<file path="config.mk">
export PLATFORM = sky130hd
export DESIGN_NAME = lutram_fifo32
export DESIGN_NICKNAME = d
export VERILOG_FILES = /design/src/rtl/lutram_fifo32.sv
export SDC_FILE = /design/constraint.sdc
export NUM_CORES = 1
export LEC_CHECK = 0
export BUFFER_PORTS_ARGS = -buffer_cell sky130_fd_sc_hd__buf_2
export CAP_MARGIN = 0
export CORE_MARGIN = 8
export CORE_UTILIZATION = 56
export DETAILED_ROUTE_END_ITERATION = 16
export GPL_ROUTABILITY_DRIVEN = 0
export GPL_TIMING_DRIVEN = 0
export PLACE_DENSITY = 0.76
export RECOVER_POWER = 25
export SYNTH_ARGS = -nofsm -noshare
export SYNTH_HDL_FRONTEND = slang
export SYNTH_SLANG_ARGS = --single-unit
</file>
<file path="constraint.sdc">
create_clock -name CLK -period 2.93 [get_ports CLK]
set_input_delay 0.586 -clock CLK [delete_from_list [all_inputs] [get_ports CLK]]
set_output_delay 0.586 -clock CLK [all_outputs]
set_load 0.01 [all_outputs]
</file>
<file path="src/rtl/lutram_fifo32.sv">
// lutram_fifo32: 32-entry single-clock FIFO on distributed RAM with a
// registered valid/ready output stage. Total capacity is 33 words: 32 in
// RAM plus one in the output register.
module lutram_fifo32 #(
    parameter int unsigned WIDTH           = 8,
    parameter int unsigned AF_THRESH       = 28,
    parameter bit          IS_CLK_INVERTED = 1'b0
) (
    input  logic             CLK,
    input  logic             RST,
    input  logic             WR_EN,
    input  logic [WIDTH-1:0] WR_DATA,
    output logic             FULL,
    output logic             ALMOST_FULL,
    output logic             OVFL,
    output logic             RD_VALID,
    input  logic             RD_READY,
    output logic [WIDTH-1:0] RD_DATA,
    output logic [5:0]       LEVEL
);

    // A single internal clock net; the optional inversion moves every
    // register in the block to the falling edge of CLK.
    logic clk_int;
    assign clk_int = CLK ^ IS_CLK_INVERTED;

    logic [WIDTH-1:0] mem [0:31];
    logic [4:0]       wptr;
    logic [4:0]       rptr;
    logic [5:0]       cnt;
    logic             push;
    logic             load;

    // Accept a push only while RAM has room; a same-cycle load does not free
    // a slot early, so FULL alone gates pushes.
    assign push = WR_EN & ~FULL;

    // Refill the output register whenever RAM holds data and the register is
    // empty or being consumed this cycle.
    assign load = (cnt != 6'd0) & (~RD_VALID | RD_READY);

    assign FULL        = (cnt == 6'd32);
    assign ALMOST_FULL = (32'(cnt) >= AF_THRESH);
    assign LEVEL       = cnt + 6'(RD_VALID);

    // RAM write port; contents are deliberately not reset.
    always_ff @(posedge clk_int) begin
        if (push) begin
            mem[wptr] <= WR_DATA;
        end
    end

    // Pointers, occupancy, overflow pulse and output register.
    always_ff @(posedge clk_int) begin
        if (RST) begin
            wptr     <= '0;
            rptr     <= '0;
            cnt      <= '0;
            RD_VALID <= 1'b0;
            RD_DATA  <= '0;
            OVFL     <= 1'b0;
        end else begin
            OVFL <= WR_EN & FULL;

            if (push) begin
                wptr <= wptr + 5'd1;
            end

            if (load) begin
                RD_DATA  <= mem[rptr];
                rptr     <= rptr + 5'd1;
                RD_VALID <= 1'b1;
            end else if (RD_READY) begin
                RD_VALID <= 1'b0;
            end

            case ({push, load})
                2'b10:   cnt <= cnt + 6'd1;
                2'b01:   cnt <= cnt - 6'd1;
                default: cnt <= cnt;
            endcase
        end
    end

endmodule
</file>
==> results of run 1 <==
[registers in the layout, summed over array words and instances, names as in the netlist]
register	flops
RD_DATA	8
cnt	6
rptr	5
OVFL	1
mem	256
wptr	5
RD_VALID	1
[metrics by stage]
step	worst slack (ps)	total power [uW]	util	instance area (um2)
global route	-52.8	10600	0.633	12700
detailed placement	-384	6950	0.590	11800
finish	149	10200	0.633	12700
CTS	9.85	10200	0.632	12700
floorplan	108	6340	-	11300
global placement	-246	6850	0.590	11800
[cell type report]
| cell class | count | area (um2) |
|---|---|---|
| Buffer | 36 | 233 |
| Clock buffer | 33 | 698 |
| Clock inverter | 16 | 111 |
| Fill cell | 1430 | 7360 |
| Inverter | 5 | 18.8 |
| Multi-Input combinational cell | 325 | 2920 |
| Sequential cell | 282 | 8210 |
| Tap cell | 270 | 338 |
| Timing Repair Buffer | 32 | 160 |
[critical path, delay by kind of cell, from the launching register on]
kind            cells  cell delay [ps]
mux                 1              350
simple gates        2              450
compound gates      4              430
flops               1              290
xor+xnor            1              180
buf+inv             4              620
fa+ha+maj           2              340
[power by group]
part           switching, uW  total, uW  internal [uW]
logic                   1300       2370           1070
registers                103       4630           4520
clock network           1420       3200           1780
total                   2820      10200           7380
[layout by cell type (no fill, tap or decap), types with 6 or more instances in the layout]
cell and count:
a21oi_1 12, a22oi_1 15, a32o_1 8, buf_2 31, buf_6 7, clkbuf_1 26, clkbuf_16 27, clkinv_1 7
dfxtp_1 26, edfxtp_1 256, ha_1 9, mux2i_1 51, mux4_1 9, mux4_2 31, nand2_1 24, nand3_1 6
nor2_1 72, nor2b_1 7, nor4_1 7, o221ai_1 7, o22ai_1 9, xor2_1 12
[cells by family (layout without fill, tap and decap cells)]
logic type	after synthesis	in the layout	share of synthesized area
AO/OA/AOI/OAI	65	65	0.0416
AND/OR/NAND/NOR	140	140	0.0587
adder cells (fa/ha/maj)	10	10	0.0110
multiplexers	93	93	0.130
buffers and inverters	41	122	0.0215
flip-flops	282	282	0.724
XOR/XNOR	17	17	0.0131
[per-layer routing]
metal	vias to the layer above	share of wire	GRT usage
met5	-	0	0
met2	224	0.50	0.328
met1	3077	0.41	0.259
met4	0	0.028	0.0579
li1	2693	-	-
met3	54	0.060	0.0317
[worst paths after layout]
path	start	slack (ps)	endpoint	cells past startpoint
max	cnt[4]$_SDFFE_PP0P_	150	cnt[4]$_SDFFE_PP0P_	14
min	WR_EN	340	OVFL$_SDFF_PP0_	2
max reg2reg	cnt[4]$_SDFFE_PP0P_	150	cnt[4]$_SDFFE_PP0P_	14
min reg2reg	RD_DATA[3]$_SDFFE_PP0P_	470	RD_DATA[3]$_SDFFE_PP0P_	1
[timing repair]
| action | 4_1_cts | 5_1_grt |
|---|---|---|
| gates resized for setup | 4 | 6 |
| buffers inserted | 3 | 0 |
| pin swaps | 1 | 1 |
| setup endpoints to repair | 2 | 2 |
| hold buffers | 0 | 0 |
==> impl_metrics.ini, run 1 <==
[routing]
dr.pass1.iters = 4
ant_nets = 0
dr.first_iter.drc_count = 704
routedWlPerCell_um = 23.9
viasPerCell = 6.05
drt_wl_total_mm = 23.8
drc = 0
num_vias = 6048

[critical_path]
cp.arrival_ps = 3190
cp_slowest_cell = mux2_2
crit_chain = buf_2, nor4_4, buf_4, a21boi_4, inv_2, ha_4, buf_6, xor2_1, ha_1, a21oi_2, nor3b_2, o21ai_0, a21oi_1, mux2_2
endpoint_kind = flip-flop
critPathKind = flip-flop to flip-flop
critPathLaunchType = flip-flop
critical_path_required_ps = 3340
worstPathMaxFanout = 10
crit_path_max_incr_delay_ps = 350

[floorplanning]
num_rows = 52
initial_core_util = 0.565
dieWidth_um = 158
die-height_um = 158
ioPinCount = 30
placeableCoreArea_mm2 = 0.0200
die-area_mm2 = 0.0250

[synthesis]
synthFlopType = edfxtp_1
synth_nets = 670
avgSynthCellArea_um2 = 17.5
synth_top_area_share = 0.678
async_flop_share = 0
ys_top_cells_by_area = edfxtp_1, mux4_2, dfxtp_1
synth_area_mm2 = 0.0113
synth.distinct_cells = 43
ys_seq_area_frac = 0.724
synth_edf_count = 256
yosysWarnings = 0
yosys.area.top_type = edfxtp_1
postSynthCellCount = 648
yosys-top-cells-count = edfxtp_1, nor2_1, mux2i_1
synth_seq_cells = 282
synth.most_common_cell = edfxtp_1

[worst_hold_path]
hp-class = input port to flip-flop

[timing]
relSlewSlack = -0.0120
fin_skew_ps = 25.4
hold_viol_final = 0
setup_violations = 0
post-route-period-util = 0.949
worst_pin_slew_ps = 1520
drv_slew = 33
fin_hold_ws_ps = 336
fin_crit_ps = 2780
fmax_mhz = 360
fin_tns_setup_ps = 0

[run_status]
violations = max-capacitance violations, max-slew violations
status = finished with violations

[power]
power-per-cell-area_mw_per_mm2 = 804
ir_drop_mv = 0.648
p_leak_uw = 0.00415

[clock_network]
clockBufferDepth = 3
clk_pin_slew_ps = 60
cts_tree = yes
clock_sinks = 282
cts-buffers-inserted = 27
cts_max_level = 1
clk_latency_ps = 540
cts_root_buf = clkbuf_16

[global_routing]
grt-ovfl-total = 0
grt_pass1_vias = 6208
grt_pass1_wl_mm = 36.2
grt_util_all_layers = 0.196
antenna_found_initial = 0
grt_max_degree = 33

[final_layout]
final_nets = 731
drive_above_1_share = 0.170
areaGrowthSynthToFinish_pct = 11.9
diodes = 0
fin_cells = 999

[job]
cap_viol_max_count = 1

[place]
io_buffers = 29
dpl.cell_count = 947
dpl.hpwl_mm = 15.3
No activity file was read; power rests on OpenSTA's default activity.
==> run 2, diff against run 1 <==
--- a/config.mk
+++ b/config.mk
@@ -12,7 +12,7 @@
 export DETAILED_ROUTE_END_ITERATION = 16
 export GPL_ROUTABILITY_DRIVEN = 0
 export GPL_TIMING_DRIVEN = 0
-export PLACE_DENSITY = 0.76
+export PLACE_DENSITY = 0.72
 export RECOVER_POWER = 25
 export SYNTH_ARGS = -nofsm -noshare
 export SYNTH_HDL_FRONTEND = slang
==> run 2 against run 1 <==
The run still ends with max-capacitance violations, max-slew violations left. Hold slack lost 2.2 ps. Non-clock buffer count unchanged. Routed wire length fell by 0.54%. Global-route usage decreased by 0.22 points. Critical path type unchanged. Largest cell class unchanged. Highest routed layer unchanged.
==> impl_metrics.ini, run 2 (synthesis gave the netlist of run 1 again) <==
[routing]
drc = 0
ant_nets = 0
num_vias = 6028
dr.first_iter.drc_count = 548
viasPerCell = 6.02
dr.pass1.iters = 5
drt_wl_total_mm = 23.7
routedWlPerCell_um = 23.7

[critical_path]
worst-r2r-setup-slack_ps = 160
endpoint_kind = flip-flop
cp.arrival_ps = 3190
critPathKind = flip-flop to flip-flop
crit_path_start = cnt[4]$_SDFFE_PP0P_
worstPathMaxFanout = 10
r2r_start = cnt[4]$_SDFFE_PP0P_
r2r-end = cnt[4]$_SDFFE_PP0P_
critical_path_required_ps = 3350
critPathLaunchType = flip-flop
worst_r2r_path_depth = 14

[place]
dpl.hpwl_mm = 15.5
pre_cts_slack_ps = -444
io_buffers = 29
postPlaceCellArea_mm2 = 0.0118

[final_layout]
largest_register_ffs = 256
final_util = 0.635
reg_top3 = mem: 256 flops, RD_DATA: 8 flops, cnt: 6 flops
final_nets = 732
layout_common_cells = edfxtp_1, nor2_1, mux2i_1
multiInputGateArea_mm2 = 0.00293
diodes = 0
drive_above_1_share = 0.175
nFillCells = 1461
top_register = mem
stdcell_area_mm2 = 0.0127
seqCellArea_mm2 = 0.00821
areaGrowthSynthToFinish_pct = 12.3
final_common_cell = edfxtp_1

[global_routing]
antenna_found_initial = 0
grt_max_degree = 33
grt_pass1_vias = 6106
grt-ovfl-total = 0
grt_pass1_wl_mm = 35.7
grt_util_all_layers = 0.193

[timing]
fmax_mhz = 362
worst_slack_ps = 165
relSlewSlack = -0.0236
post-route-period-util = 0.944
fin_tns_setup_ps = 0
fin_hold_ws_ps = 334
fin_skew_ps = 23.7
fin_crit_ps = 2770
worst_pin_slew_ps = 1540
hold_viol_final = 0
drv_slew = 99
setup_violations = 0

[floorplanning]
initial_core_util = 0.565
num_rows = 52
ioPinCount = 30
dieWidth_um = 158
die-height_um = 158
die-area_mm2 = 0.0250
placeableCoreArea_mm2 = 0.0200

[job]
cap_viol_max_count = 4

[clock_network]
clock_sinks = 282
cts_tree = yes
clockBufferDepth = 3
cts_root_buf = clkbuf_16
cts_max_level = 1
clk_pin_slew_ps = 60
hold_buffers = 0
cts-buffers-inserted = 28
clk_latency_ps = 550

[worst_hold_path]
min_path_cells = 2
min_from = WR_EN
min_to = OVFL$_SDFF_PP0_
hp-class = input port to flip-flop

[power]
ir_drop_mv = 0.546
power-per-cell-area_mw_per_mm2 = 809
p_leak_uw = 0.00418

[run_status]
violations = max-capacitance violations, max-slew violations
status = finished with violations
## run 2: cell types whose count changed in the layout (fill, tap and decap cells not counted), moves of 2 or more
cell,change
clkbuf_1,+6
clkbuf_8,+3
clkinv_1,-5
clkinv_2,+3
clkinvlp_4,-2
## run 2: how the worst max path moves through the flow
stage | endpoint | slack [ps]
after floorplan | cnt[4]$_SDFFE_PP0P_ | 110
after global placement | cnt[4]$_SDFFE_PP0P_ | -250
after detailed placement | cnt[4]$_SDFFE_PP0P_ | -440
after CTS | cnt[4]$_SDFFE_PP0P_ | 50
after global routing | cnt[4]$_SDFFE_PP0P_ | -10
final | cnt[4]$_SDFFE_PP0P_ | 160
## run 2: timing repair
item                                    in CTS  in global routing
endpoints found under the setup margin       2                  1
resized for setup                            6                  7
setup buffers                                3                  0
pin swaps                                    3                  1
## run 2: layer usage
metal	routed length, um	part of all wire	global-route usage	vias to the layer above
met1	9750	0.41	0.257	3075
met5	0	0	0	-
li1	-	-	-	2686
met4	568	0.024	0.0539	0
met3	1550	0.065	0.0341	51
met2	11900	0.50	0.324	216
## run 2: cell type report
cell class / instances / area share
Clock buffer: 42 / 0.0615
Inverter: 5 / 0.00147
Clock inverter: 10 / 0.00482
Sequential cell: 282 / 0.645
Timing Repair Buffer: 32 / 0.0128
Multi-Input combinational cell: 325 / 0.230
Buffer: 36 / 0.0183
Tap cell: 270 / 0.0265
## run 2: through the flow
step	std cells	power (uW)
floorplan	648	6340
global route	1002	10700
CTS	1002	10300
finish	1002	10300
global placement	947	6880
detailed placement	947	6960
## run 2: report_power, final
group | total, uW | switching [uW] | internal (uW)
Combinational | 2390 | 1320 | 1070
Sequential | 4630 | 101 | 4520
Clock | 3270 | 1430 | 1850
Total | 10300 | 2850 | 7440
## run 2: critical path, stage by stage, from the launching register on
cell and delay [ps]:
dfxtp_1 300, buf_2 170, nor4_4 300, buf_6 170, a21boi_4 70, inv_2 90
ha_4 160, buf_6 150, xor2_2 150, ha_2 200, a21oi_2 50, nor3b_2 170
o21ai_0 110, a21oi_1 220, mux2_2 350
==> run 3, diff against run 2 <==
--- a/config.mk
+++ b/config.mk
@@ -14,6 +14,7 @@
 export GPL_TIMING_DRIVEN = 0
 export PLACE_DENSITY = 0.72
 export RECOVER_POWER = 25
+export SETUP_SLACK_MARGIN = 0.5
 export SYNTH_ARGS = -nofsm -noshare
 export SYNTH_HDL_FRONTEND = slang
 export SYNTH_SLANG_ARGS = --single-unit
==> run 3 against run 2 <==
Routed wire length increased by 3.8%. Clock skew decreased by 14 ps. Worst setup slack improved by 160 ps. Maximum frequency increased by 6.1%. Non-clock buffer count increased by 11. Highest routed layer unchanged. Core utilization increased by 1.5 points. Die area unchanged. Critical endpoint unchanged. Sequential share of layout area decreased by 1.4 points. Sequential power about the same. Flip-flop and latch count unchanged. Via count increased by 3.2%. Hold slack got worse by 8.1 ps. Critical path type unchanged. The flow still finishes with violations (max-capacitance violations, max-slew violations).
==> impl_metrics.ini, run 3 (synthesis gave the netlist of run 1 again) <==
[final_layout]
final_common_cell = edfxtp_1
top_register = mem
drive_above_1_share = 0.237
final_nets = 743
areaGrowthSynthToFinish_pct = 15.0
largest_register_ffs = 256
nFillCells = 1396
reg_top3 = mem: 256 flops, RD_DATA: 8 flops, cnt: 6 flops
fin_cells = 1012
diodes = 0
layout_common_cells = edfxtp_1, mux2i_1, nor2_1

[timing]
relSlewSlack = -0.0793
hold_viol_final = 0
grt_setup_unrepaired = true
fmax_mhz = 384
fin_skew_ps = 9.74
post-route-period-util = 0.890
setup_violations = 0
drv_slew = 165
fin_crit_ps = 2610
worst_slack_ps = 323
worst_pin_slew_ps = 1620

[job]
cap_viol_max_count = 5

[worst_hold_path]
min_path_cells = 2
hp-class = input port to flip-flop

[floorplanning]
placeableCoreArea_mm2 = 0.0200
dieWidth_um = 158
die-height_um = 158
num_rows = 52
ioPinCount = 30
initial_core_util = 0.565
die-area_mm2 = 0.0250

[clock_network]
clock_sinks = 282
clk_latency_ps = 540
clockBufferDepth = 3
cts_tree = yes
cts_root_buf = clkbuf_16
clk_pin_slew_ps = 60
cts-buffers-inserted = 28
cts_max_level = 1

[power]
ir_drop_mv = 0.557
power-per-cell-area_mw_per_mm2 = 826
power_uw = 10800
p_leak_uw = 0.00428

[place]
dpl.hpwl_mm = 15.6
pre_cts_slack_ps = -5.02
dpl.cell_count = 947
io_buffers = 29

[critical_path]
worstPathMaxFanout = 4
critPathKind = flip-flop to flip-flop
critPathLaunchType = flip-flop
critical_path_required_ps = 3350
crit_path_max_incr_delay_ps = 350
cp_slowest_cell = mux2_2
worst_r2r_path_depth = 14
path_common_cell = buf_6
cp.arrival_ps = 3030
crit_chain = buf_6, nor4_4, buf_4, buf_12, a21boi_4, ha_4, buf_6, xor2_1, ha_2, a21oi_4, nor3b_2, o21ai_1, a21oi_1, mux2_2
endpoint_kind = flip-flop

[routing]
routedWlPerCell_um = 24.3
num_vias = 6223
viasPerCell = 6.15
drt_wl_total_mm = 24.6
dr.first_iter.drc_count = 559
dr.pass1.iters = 6
drc = 0
ant_nets = 0

[global_routing]
grt_pass1_wl_mm = 37.0
grt_pass1_vias = 6313
antenna_found_initial = 0
grt_max_degree = 33
grt_util_all_layers = 0.200
grt-ovfl-total = 0

[run_status]
violations = max-capacitance violations, max-slew violations
status = finished with violations
-- run 3: cell count changes in the layout (fill, tap and decap cells not counted), moves of 4 or more --
cell / delta
nor2_1: -25
nor4_1: -4
nor2_2: +25
clkinv_2: -4
buf_4: +9
clkbuf_1: -4
-- run 3: what timing repair did --
| item | in CTS | in global routing |
|---|---|---|
| endpoints found under the setup margin | 7 | 211 |
| hold buffers | 0 | 0 |
| resized for setup | 11 | 46 |
| setup buffers | 10 | 4 |
| pin swaps | 6 | 2 |
-- run 3: per-layer routing --
metal | wire, um | global-route usage | vias up
met2 | 12500 | 0.340 | 270
li1 | - | - | 2715
met3 | 1900 | 0.0396 | 60
met5 | 0 | 0 | -
met4 | 717 | 0.0611 | 0
met1 | 9530 | 0.256 | 3178
-- run 3: metrics by stage --
| step | hold WS, ps | instance area [um2] | utilization | TNS, ps |
|---|---|---|---|---|
| 2_1_floorplan | 511 | 11400 | - | 0 |
| 3_3_place_gp | 504 | 11900 | 0.592 | 0 |
| 3_5_place_dp | 529 | 11900 | 0.592 | -5.02 |
| 4_1_cts | 318 | 12900 | 0.642 | 0 |
| 5_1_grt | 320 | 13000 | 0.650 | 0 |
| 6_report | 326 | 13000 | 0.650 | 0 |
-- run 3: path summary, 6_finish.rpt --
check	endpoint	from	slack [ps]
setup / recovery	cnt[4]$_SDFFE_PP0P_	cnt[1]$_SDFFE_PP0P_	320
hold / removal	OVFL$_SDFF_PP0_	WR_EN	330
setup reg to reg	cnt[4]$_SDFFE_PP0P_	cnt[1]$_SDFFE_PP0P_	320
hold reg to reg	RD_VALID$_SDFFE_PP0P_	RD_VALID$_SDFFE_PP0P_	550
-- run 3: power breakdown --
group | internal (uW) | switching, uW
Clock | 2080 | 1420
Sequential | 4530 | 120
Combinational | 1220 | 1400
Total | 7830 | 2940
-- run 3: critical path, delay by kind of cell, from the launching register on --
family	cells	cell delay [ps]
DFF	1	320
xor gates and xnor gates	1	140
adders and majority gates	2	400
buffers and inverters	4	500
and+or+nand+nor	2	430
AOI/OAI and AO/OA	4	330
muxes	1	350
-- run 3: area by class of cell --
class,count,area [um2],share of cell area
multi-input cells,325,3050,0.234
well taps,270,338,0.0259
repair buffers,43,265,0.0204
clock buffers,41,771,0.0592
inverters,5,18.8,0.00144
flip-flops and latches,282,8210,0.630
clock inverters,10,123,0.00941
plain buffers,36,250,0.0192
